--- src/rtl/eq_band_mixer_if.sv ---
// Port bundle for eq_band_mixer: gain programming, band inputs from the FIR bank
// and the mixed stereo output toward the DAC path.
interface eq_band_mixer_if #(
  parameter int NUM_BANDS = 4
);
  logic                     audio_en;
  logic                     gain_wr_en;
  logic [3:0]               gain_select;
  logic [7:0]               gain_wr_lsb_data;
  logic [7:0]               gain_wr_msb_data;
  logic                     band_valid;
  logic signed [47:0]       l_band_in [NUM_BANDS];
  logic signed [47:0]       r_band_in [NUM_BANDS];
  logic signed [23:0]       l_data_out;
  logic signed [23:0]       r_data_out;
  logic                     data_valid_out;
  logic                     clip_l;
  logic                     clip_r;
  logic                     busy;
  logic                     missed_stb;

  modport master (
    output audio_en, gain_wr_en, gain_select, gain_wr_lsb_data, gain_wr_msb_data,
    output band_valid, l_band_in, r_band_in,
    input  l_data_out, r_data_out, data_valid_out, clip_l, clip_r, busy, missed_stb
  );

  modport slave (
    input  audio_en, gain_wr_en, gain_select, gain_wr_lsb_data, gain_wr_msb_data,
    input  band_valid, l_band_in, r_band_in,
    output l_data_out, r_data_out, data_valid_out, clip_l, clip_r, busy, missed_stb
  );
endinterface

--- src/rtl/eq_band_mixer.sv ---
// Per-band gain and summing mixer: one time-shared MAC per channel walks the
// captured FIR band outputs, then rounds and saturates to a 24-bit stereo sample.
module eq_band_mixer #(
  parameter int NUM_BANDS = 4,
  parameter int GAIN_W    = 16
) (
  input  logic           clk,
  input  logic           reset,
  eq_band_mixer_if.slave bus
);

  localparam int OUT_W  = 24;
  localparam int PROD_W = OUT_W + GAIN_W;
  localparam int ACC_W  = PROD_W + 4;
  localparam int IDX_W  = (NUM_BANDS > 1) ? $clog2(NUM_BANDS) : 1;
  localparam logic signed [GAIN_W-1:0] UNITY   = GAIN_W'(1 << (GAIN_W - 2));
  localparam logic signed [48:0]       POS_LIM = 49'sd8388607;
  localparam logic signed [48:0]       NEG_LIM = -49'sd8388608;

  typedef enum logic [1:0] {IDLE, MAC, ROUND} state_t;

  state_t state, state_nxt;

  logic capture, mac_en, round_en, last_band;
  logic [IDX_W-1:0] band_idx;

  logic signed [GAIN_W-1:0] gain      [NUM_BANDS];
  logic signed [GAIN_W-1:0] gain_p0   [NUM_BANDS];
  logic signed [47:0]       l_band_p0 [NUM_BANDS];
  logic signed [47:0]       r_band_p0 [NUM_BANDS];

  logic signed [ACC_W-1:0]  acc_l_p1, acc_r_p1;
  logic                     clipf_l_p1, clipf_r_p1;

  logic signed [48:0]       bw_l, bw_r, aw_l, aw_r;
  logic signed [OUT_W-1:0]  bs_l, bs_r;
  logic signed [PROD_W-1:0] prod_l, prod_r;

  // Band inputs carry 15 fractional bits; round half-up into the 24-bit domain.
  function automatic logic signed [48:0] round_band(input logic signed [47:0] b);
    logic signed [48:0] w;
    w = 49'(b);
    return (w + 49'sd16384) >>> 15;
  endfunction

  // Accumulator carries the Q2.14 gain fraction; round half-up back to samples.
  function automatic logic signed [48:0] round_acc(input logic signed [ACC_W-1:0] a);
    logic signed [48:0] w;
    w = 49'(a);
    return (w + 49'sd8192) >>> 14;
  endfunction

  function automatic logic clips24(input logic signed [48:0] v);
    return (v > POS_LIM) || (v < NEG_LIM);
  endfunction

  function automatic logic signed [OUT_W-1:0] sat24(input logic signed [48:0] v);
    if (v > POS_LIM)      return 24'sh7FFFFF;
    else if (v < NEG_LIM) return -24'sd8388608;
    else                  return v[OUT_W-1:0];
  endfunction

  always_ff @(posedge clk) begin
    if (reset) state <= IDLE;
    else       state <= state_nxt;
  end

  always_comb begin
    state_nxt = state;
    unique case (state)
      IDLE:    if (bus.audio_en && bus.band_valid) state_nxt = MAC;
      MAC:     if (!bus.audio_en) state_nxt = IDLE;
               else if (last_band) state_nxt = ROUND;
      ROUND:   state_nxt = IDLE;
      default: state_nxt = IDLE;
    endcase
  end

  always_comb begin
    capture  = (state == IDLE)  && bus.audio_en && bus.band_valid;
    mac_en   = (state == MAC)   && bus.audio_en;
    round_en = (state == ROUND) && bus.audio_en;
    bus.busy = (state != IDLE);
  end

  assign last_band = (band_idx == IDX_W'(NUM_BANDS - 1));

  always_comb begin
    bw_l   = round_band(l_band_p0[band_idx]);
    bw_r   = round_band(r_band_p0[band_idx]);
    bs_l   = sat24(bw_l);
    bs_r   = sat24(bw_r);
    prod_l = PROD_W'(bs_l) * PROD_W'(gain_p0[band_idx]);
    prod_r = PROD_W'(bs_r) * PROD_W'(gain_p0[band_idx]);
    aw_l   = round_acc(acc_l_p1);
    aw_r   = round_acc(acc_r_p1);
  end

  // p0: capture bands and shadow gains; p1: accumulate one band per cycle
  always_ff @(posedge clk) begin
    if (capture) begin
      for (int i = 0; i < NUM_BANDS; i++) begin
        l_band_p0[i] <= bus.l_band_in[i];
        r_band_p0[i] <= bus.r_band_in[i];
        gain_p0[i]   <= gain[i];
      end
      acc_l_p1   <= '0;
      acc_r_p1   <= '0;
      clipf_l_p1 <= 1'b0;
      clipf_r_p1 <= 1'b0;
    end else if (mac_en) begin
      acc_l_p1   <= acc_l_p1 + ACC_W'(prod_l);
      acc_r_p1   <= acc_r_p1 + ACC_W'(prod_r);
      clipf_l_p1 <= clipf_l_p1 | clips24(bw_l);
      clipf_r_p1 <= clipf_r_p1 | clips24(bw_r);
    end
  end

  // p2: round/saturate the accumulators into the held output sample
  always_ff @(posedge clk) begin
    if (reset) begin
      band_idx           <= '0;
      bus.l_data_out     <= '0;
      bus.r_data_out     <= '0;
      bus.data_valid_out <= 1'b0;
      bus.clip_l         <= 1'b0;
      bus.clip_r         <= 1'b0;
      bus.missed_stb     <= 1'b0;
      for (int i = 0; i < NUM_BANDS; i++) gain[i] <= UNITY;
    end else begin
      bus.data_valid_out <= 1'b0;
      bus.clip_l         <= 1'b0;
      bus.clip_r         <= 1'b0;
      if (capture)     band_idx <= '0;
      else if (mac_en) band_idx <= band_idx + 1'b1;
      if (round_en) begin
        bus.l_data_out     <= sat24(aw_l);
        bus.r_data_out     <= sat24(aw_r);
        bus.data_valid_out <= 1'b1;
        bus.clip_l         <= clipf_l_p1 | clips24(aw_l);
        bus.clip_r         <= clipf_r_p1 | clips24(aw_r);
      end
      if (bus.band_valid && bus.audio_en && (state != IDLE)) bus.missed_stb <= 1'b1;
      // Live gains are independent of the sample in flight, which uses gain_p0.
      if (bus.gain_wr_en && (5'(bus.gain_select) < 5'(NUM_BANDS)))
        gain[bus.gain_select[IDX_W-1:0]] <=
          GAIN_W'({bus.gain_wr_msb_data, bus.gain_wr_lsb_data});
    end
  end

endmodule
--- src/flat_wrapper.sv ---
// flat-port wrapper written by rule: the top's interface ports become plain ports
module eq_band_mixer_flat 
#(
  parameter int NUM_BANDS = 4,
  parameter int GAIN_W    = 16
)
  (clk, reset, bus_audio_en, bus_gain_wr_en, bus_gain_select, bus_gain_wr_lsb_data, bus_gain_wr_msb_data, bus_band_valid, bus_l_band_in, bus_r_band_in, bus_l_data_out, bus_r_data_out, bus_data_valid_out, bus_clip_l, bus_clip_r, bus_busy, bus_missed_stb);
  eq_band_mixer_if #(.NUM_BANDS(NUM_BANDS)) bus_i ();
  input  logic clk;
  input  logic reset;
  input wire logic [$bits(bus_i.audio_en)-1:0] bus_audio_en;
  input wire logic [$bits(bus_i.gain_wr_en)-1:0] bus_gain_wr_en;
  input wire logic [$bits(bus_i.gain_select)-1:0] bus_gain_select;
  input wire logic [$bits(bus_i.gain_wr_lsb_data)-1:0] bus_gain_wr_lsb_data;
  input wire logic [$bits(bus_i.gain_wr_msb_data)-1:0] bus_gain_wr_msb_data;
  input wire logic [$bits(bus_i.band_valid)-1:0] bus_band_valid;
  input wire logic [$bits(bus_i.l_band_in)-1:0] bus_l_band_in;
  input wire logic [$bits(bus_i.r_band_in)-1:0] bus_r_band_in;
  output wire logic [$bits(bus_i.l_data_out)-1:0] bus_l_data_out;
  output wire logic [$bits(bus_i.r_data_out)-1:0] bus_r_data_out;
  output wire logic [$bits(bus_i.data_valid_out)-1:0] bus_data_valid_out;
  output wire logic [$bits(bus_i.clip_l)-1:0] bus_clip_l;
  output wire logic [$bits(bus_i.clip_r)-1:0] bus_clip_r;
  output wire logic [$bits(bus_i.busy)-1:0] bus_busy;
  output wire logic [$bits(bus_i.missed_stb)-1:0] bus_missed_stb;
  assign bus_i.audio_en = bus_audio_en;
  assign bus_i.gain_wr_en = bus_gain_wr_en;
  assign bus_i.gain_select = bus_gain_select;
  assign bus_i.gain_wr_lsb_data = bus_gain_wr_lsb_data;
  assign bus_i.gain_wr_msb_data = bus_gain_wr_msb_data;
  assign bus_i.band_valid = bus_band_valid;
  assign bus_i.l_band_in = {>>{bus_l_band_in}};
  assign bus_i.r_band_in = {>>{bus_r_band_in}};
  assign bus_l_data_out = bus_i.l_data_out;
  assign bus_r_data_out = bus_i.r_data_out;
  assign bus_data_valid_out = bus_i.data_valid_out;
  assign bus_clip_l = bus_i.clip_l;
  assign bus_clip_r = bus_i.clip_r;
  assign bus_busy = bus_i.busy;
  assign bus_missed_stb = bus_i.missed_stb;
  eq_band_mixer #(.NUM_BANDS(NUM_BANDS), .GAIN_W(GAIN_W)) u_core (.clk(clk), .reset(reset), .bus(bus_i));
endmodule
--- config.mk ---
export PLATFORM = sky130hd
export DESIGN_NAME = eq_band_mixer_flat
export DESIGN_NICKNAME = d
export VERILOG_FILES = /design/src/rtl/eq_band_mixer_if.sv /design/src/rtl/eq_band_mixer.sv /design/src/flat_wrapper.sv
export SDC_FILE = /design/constraint.sdc
export NUM_CORES = 2
export LEC_CHECK = 0
export ABC_AREA = 1
export BUFFER_PORTS_ARGS = -buffer_cell sky130_fd_sc_hd__buf_2
export CORE_ASPECT_RATIO = 1.1
export CORE_MARGIN = 5
export CORE_UTILIZATION = 44
export CTS_BUF_LIST = sky130_fd_sc_hd__clkbuf_2 sky130_fd_sc_hd__clkbuf_4 sky130_fd_sc_hd__clkbuf_8
export DETAILED_ROUTE_END_ITERATION = 16
export GPL_TIMING_DRIVEN = 0
export PLACE_DENSITY = 0.74
export SYNTH_ARGS = -nofsm -noshare
export SYNTH_HDL_FRONTEND = slang
export SYNTH_SLANG_ARGS = --single-unit
--- constraint.sdc ---
create_clock -name clk -period 17.2 [get_ports clk]
set_clock_uncertainty 0.1 [all_clocks]
set_input_delay 1.72 -clock clk [delete_from_list [all_inputs] [get_ports clk]]
set_output_delay 1.72 -clock clk [all_outputs]
set_load 0.01 [all_outputs]
# Word-level counts from Yosys, hierarchy flattened
# Memories as Yosys holds them, arrays and structs flattened. A register that Yosys moved wholly into a read port is not among the register bits.
# Index checks and enable logic that the tools add are counted.
dict set report totals {
  register_bits 146
  ram_bits 512
  out_inout_bits 53
  wordCells 90
  n_memories 4
}
dict set report op_classes {
  n_reduce_logical 17
  n_lt_le_gt_ge 9
  n_eq_ne 5
  n_bitwise 5
  mul 2
  muxes 29
  add_sub_neg 7
}
# memory depth width read_ports rd_clocked_by_memory_dff write_ports line_no
set mem_list {}
lappend mem_list {u_core.l_band_p0 4 48 1 1 4 eq_band_mixer.sv:29} ;# logic signed [47:0] l_band_p0 [NUM_BANDS];
lappend mem_list {u_core.r_band_p0 4 48 1 1 4 eq_band_mixer.sv:30} ;# logic signed [47:0] r_band_p0 [NUM_BANDS];
lappend mem_list {u_core.gain 4 16 4 0 4 eq_band_mixer.sv:27} ;# logic signed [GAIN_W-1:0] gain [NUM_BANDS];
lappend mem_list {u_core.gain_p0 4 16 1 1 4 eq_band_mixer.sv:28} ;# logic signed [GAIN_W-1:0] gain_p0 [NUM_BANDS];
# cell count
set op_table {}
lappend op_table {{2-to-1 mux 24 bit} 8}
lappend op_table {{adder 48 x 16 -> 49 bit (second input constant)} 2}
lappend op_table {{adder 44 x 15 -> 45 bit (second input constant)} 2}
lappend op_table {{adder 44 x 40 -> 44 bit} 2}
lappend op_table {{multiplier 24 x 16 -> 40 bit} 2}
lappend op_table {{> comparator 34 x 24 -> 1 bit (second input constant)} 2}
lappend op_table {{< comparator 34 x 24 -> 1 bit (second input constant)} 2}
lappend op_table {{> comparator 31 x 24 -> 1 bit (second input constant)} 2}
lappend op_table {{< comparator 31 x 24 -> 1 bit (second input constant)} 2}
lappend op_table {{2-to-1 mux 2 bit} 10}
lappend op_table {{2-to-1 mux 16 bit} 1}
lappend op_table {{OR reduction 16 bit} 1}
lappend op_table {{2-to-1 mux 1 bit} 9}
lappend op_table {{logical AND 1 bit} 7}
lappend op_table {{== test 2 bit (second input constant)} 2}
lappend op_table {{logical OR 1 bit} 4}
lappend op_table {{< comparator 4 x 3 -> 1 bit (second input constant)} 1}
lappend op_table {{bitwise OR 1 bit} 4}
lappend op_table {{case mux 2 bit (2 select lines)} 1}
lappend op_table {{OR reduction 2 bit} 2}
lappend op_table {{inequality test 3 x 2 -> 1 bit (second input constant)} 1}
lappend op_table {{adder 2 x 1 -> 2 bit (second input constant)} 1}
lappend op_table {{== test 2 x 1 -> 1 bit (second input constant)} 1}
lappend op_table {{logical NOT 2 bit} 1}
lappend op_table {{4 further kinds} 4}

# Longest topological paths before layout
dict set report logic_depth {
  ltp_word 7
  mapped_depth 52
}

# Least setup slack after synthesis
# Ideal clock, no wire load.
dict set report synth_timing {
  path_kind {input-to-reg}
  from {in bus_band_valid}
  to {reg u_core.acc_r_p1[20]}
  cell_stages 7
  setup_time_ns 0.116
  path_buffers 2
  arrival_ns 17.923
  path_slack_ns -0.940
  path_cell_list {nand2_1 nor2_1 inv_1 clkbuf_1 buf_1 o211ai_1 inv_1}
}
dict set report synth_between {
  elab_chain_cells 1
}
# element line_no
set synth_rtl {}
lappend synth_rtl {{from (decl)} flat_wrapper.sv:16} ;# input wire logic [$bits(bus_i.band_valid)-1:0] bus_band_valid;
lappend synth_rtl {{logical AND 1 bit} eq_band_mixer.sv:80} ;# capture = (state == IDLE) && bus.audio_en && bus.band_valid;
lappend synth_rtl {{net u_core.capture} eq_band_mixer.sv:24} ;# logic capture, mac_en, round_en, last_band;
lappend synth_rtl {{to (signal assigned)} eq_band_mixer.sv:113} ;# acc_r_p1 <= acc_r_p1 + ACC_W'(prod_r);
lappend synth_rtl {{to (decl)} eq_band_mixer.sv:32} ;# logic signed [ACC_W-1:0] acc_l_p1, acc_r_p1;
# The timed path passes the listed nets, and every way through them passes these cells.
# A chain may end at the register's enable or synchronous reset.

==> metrics.md <==
| Metric | Value |
|---|---|
| Initial Util | 44.14% |
| Post-layout worst setup margin | 6.452 ns |
| Main synth FF type | edfxtp_1 |
| Syn Inst Count | 6755 |
| Cell with the most instances after synthesis | nand2_1 |
| Post-synth EDFFs | 400 |
| Beginning of the worst hold path | u_core.gain[3][12]$_DFFE_PP_ |
| Yosys cell types | 50 |
| FMAX | 93.04 MHz |
| Worst R2R End | u_core.acc_l_p1[29]$_SDFFE_PP0P_ |
| Chip height | 388.9 um |
| Area leader, netlist | fa_1 |
| Gpl congestion | 1.013 |
| CP Max Fanout | 10 |
| Final HPWL DP | 162300 um |
| Clock buffer depth | 3 |
| Total Routing Usage GR | 28.69% |
| Die area | 137800 sq um |
| Worst rel slew slack | 0.6163% |
| Hold-fix buffers, CTS | 0 |
| CTS sink count | 548 |
| Final Critical Period | 10.75 ns |
| Total gr overflow | 0 |
| Async S/R FF share, synth | 0% |
| FF+latch area | 14970 sq um |
| Hold Crit Class | flip-flop to flip-flop |
| CTS tree | done |
| Final Max Tran Viols | 0 |
| First-pass GRT wire length | 298400 um |
| Initial DRC count | 4470 |
| CTS resizes | 0 |
| Ys Warns | 0 |
| Commonest cells in the netlist | nand2_1 (1561), inv_1 (1372), fa_1 (868) |
| IO Pins | 462 |
| Max-cap violation count | 0 |
| Status | complete, no violations |
| Layout area overhead | 11.04% |
| CTS Buf Count | 91 |
| Htree depth | 3 |
| Syn Area/Cell | 8.500 sq um |
| DP Area | 61590 sq um |
| Post-CTS Setup Bufs | 0 |
| DRT Pass-1 Iters | 6 |
| Top cell type's share of synthesized area | 30.26% |
| Most used cell, CP | inv_1 |
| NumNets Final | 8741 |
| Design Area, Final | 63760 sq um |
| CP startpoint kind | flip-flop |
| Clock slew at reported path FFs | 0.07 ns |
| Post-Syn Area | 57420 sq um |
| Vias in the first global route | 50.44k |
| Largest net degree at the start of global routing | 39 |
| Antenna viol nets, final | 0 |
| Slew @ Worst Pin | 1.491 ns |
| Num rows | 139 |
| # fillers | 12.35k |
| Multi-input gate area | 36030 sq um |
| Largest cells by area after synthesis | fa_1 (30%), edfxtp_1 (21%), nand2_1 (10%), inv_1 (9.0%), ha_1 (5.5%) |
| Syn_nets | 8283 |
| Worst EP required | 17.89 ns |
| DRT Wirelength | 196600 um |
| CP arrival | 11.44 ns |
| Worst reg2reg setup slack | 6.45 ns |
| Die X | 354.4 um |
| Core area | 130100 sq um |
| Yosys reg bits | 548 |
| Clock Latency Late Sink | 0.85 ns |
| Sum of negative setup slack | 0 ns |
| Post-synthesis sequential area ratio | 26.08% |
| DP Worst Slack | 6.748 ns |
| RSZ-0062 raised after global routing | no |
| Total number of vias | 48.22k |
| Setup Crit Path Kind | flip-flop to flip-flop |
| Crit end category | flip-flop |
| Slowest-stage cell, CP | clkbuf_1 |
| CP max stage delay | 0.70 ns |
| Port Buf Inserts | 348 |
| Period utilization | 62.49% |
| Setup violators final | 0 |
| Average vias per placed instance | 5.360 |
| Hold Violations, Final | 0 |
| Share of post-route cells with drive strength above 1 | 10.43% |
| Initial antenna violation count | 22 |
| Critical path destination | u_core.acc_l_p1[29]$_SDFFE_PP0P_ |
| DR DRC count | 0 |
| Worst r2r path cells | 38 |
| CTS root buffer | clkbuf_8 |
| Mean routed wirelength per cell | 21.85 um |
-- sequential cells by signal, indices dropped and copies added (netlist names), named ones only --
register                   cells
u_core.gain_p0                64
u_core.bus.r_data_out         24
u_core.band_idx                2
u_core.acc_l_p1               44
u_core.l_band_p0             136
u_core.bus.missed_stb          1
u_core.clipf_r_p1              1
u_core.bus.clip_r              1
u_core.bus.clip_l              1
u_core.gain                   64
u_core.r_band_p0             136
u_core.state                   2
u_core.bus.data_valid_out      1
u_core.bus.l_data_out         24
u_core.acc_r_p1               44
u_core.clipf_l_p1              1
-- cells in the final DEF (no fill, tap or decap), types with 17 or more instances in the layout --
master	Yosys	layout
dfxtp_1	148	148
nor2_2	20	22
ha_1	251	251
clkbuf_4	0	30
edfxtp_1	400	400
inv_2	37	37
diode_2	0	18
nor2_1	796	793
buf_2	51	399
buf_4	27	30
clkbuf_8	0	96
or2_2	57	57
o21ai_0	166	165
xor2_1	98	98
xnor2_1	32	32
a21o_1	20	20
nor4_1	17	17
clkbuf_1	126	126
nor3_1	42	42
a31oi_1	27	27
inv_1	1372	1372
o211ai_1	42	42
fa_1	868	867
o21bai_1	27	27
nand3_1	239	239
a21oi_1	178	178
nand4_1	37	37
nand2_1	1561	1561
-- worst min-delay path by stage --
| stage | depth (start not counted) | end | slack (ns) |
|---|---|---|---|
| finish | 0 | u_core.gain_p0[3][12]$_DFFE_PP_ | 0.31 |
| detailed placement | 0 | u_core.gain_p0[0][6]$_DFFE_PP_ | 0.30 |
| global placement | 0 | u_core.gain_p0[2][5]$_DFFE_PP_ | 0.30 |
| global route | 0 | u_core.gain_p0[1][6]$_DFFE_PP_ | 0.32 |
| floorplan | 0 | u_core.gain_p0[0][0]$_DFFE_PP_ | 0.30 |
| CTS | 0 | u_core.gain_p0[3][12]$_DFFE_PP_ | 0.31 |
-- critical path, delay by kind of cell, from the launching register on --
family	cells	cell delay [ns]
and+or+nand+nor	12	2.60
adders and majority gates	7	2.99
AOI/OAI and AO/OA	9	2.49
DFF	1	0.32
buffers and inverters	10	2.17
-- logic make-up after synthesis --
logic type / after synthesis / share of synthesized area (%)
and+or+nand+nor: 2806 / 19.81
DFF: 548 / 26.08
AOI/OAI and AO/OA: 514 / 5.184
xor gates and xnor gates: 130 / 1.983
buffers and inverters: 1638 / 11.21
adders and majority gates: 1119 / 35.73
-- cell type report --
type,count,share of cell area [%]
inverter,1412,8.317
antenna,18,0.07065
timing repair buffer,365,3.189
sequential,548,23.49
clock buffer,126,2.426
multi-input combinational,4569,56.52
clock inverter,40,0.8929
tap,1692,3.320
buffer,226,1.780
-- routing by layer --
metal  GRT usage (%)  vias to the layer above  part of all wire (%)
li1                -                    21469                     -
met4           16.74                        2                   6.9
met1           35.70                    23800                    38
met5               0                        -                0.0066
met2           46.43                     2321                    46
met3           6.043                      628                   9.4
-- metrics by stage --
step                      utilization (%)  hold WS, ns  cells
after global routing                49.01       0.3161   8994
final                               49.01       0.3120   8996
after detailed placement            47.35       0.3045   8812
after global placement              47.11       0.3002   8795
after floorplan                         -       0.3003   6755
after CTS                           48.97       0.3133   8978
Power is not shown: default switching activity piles up to over one toggle a cycle in this logic, so the estimate is an artifact.
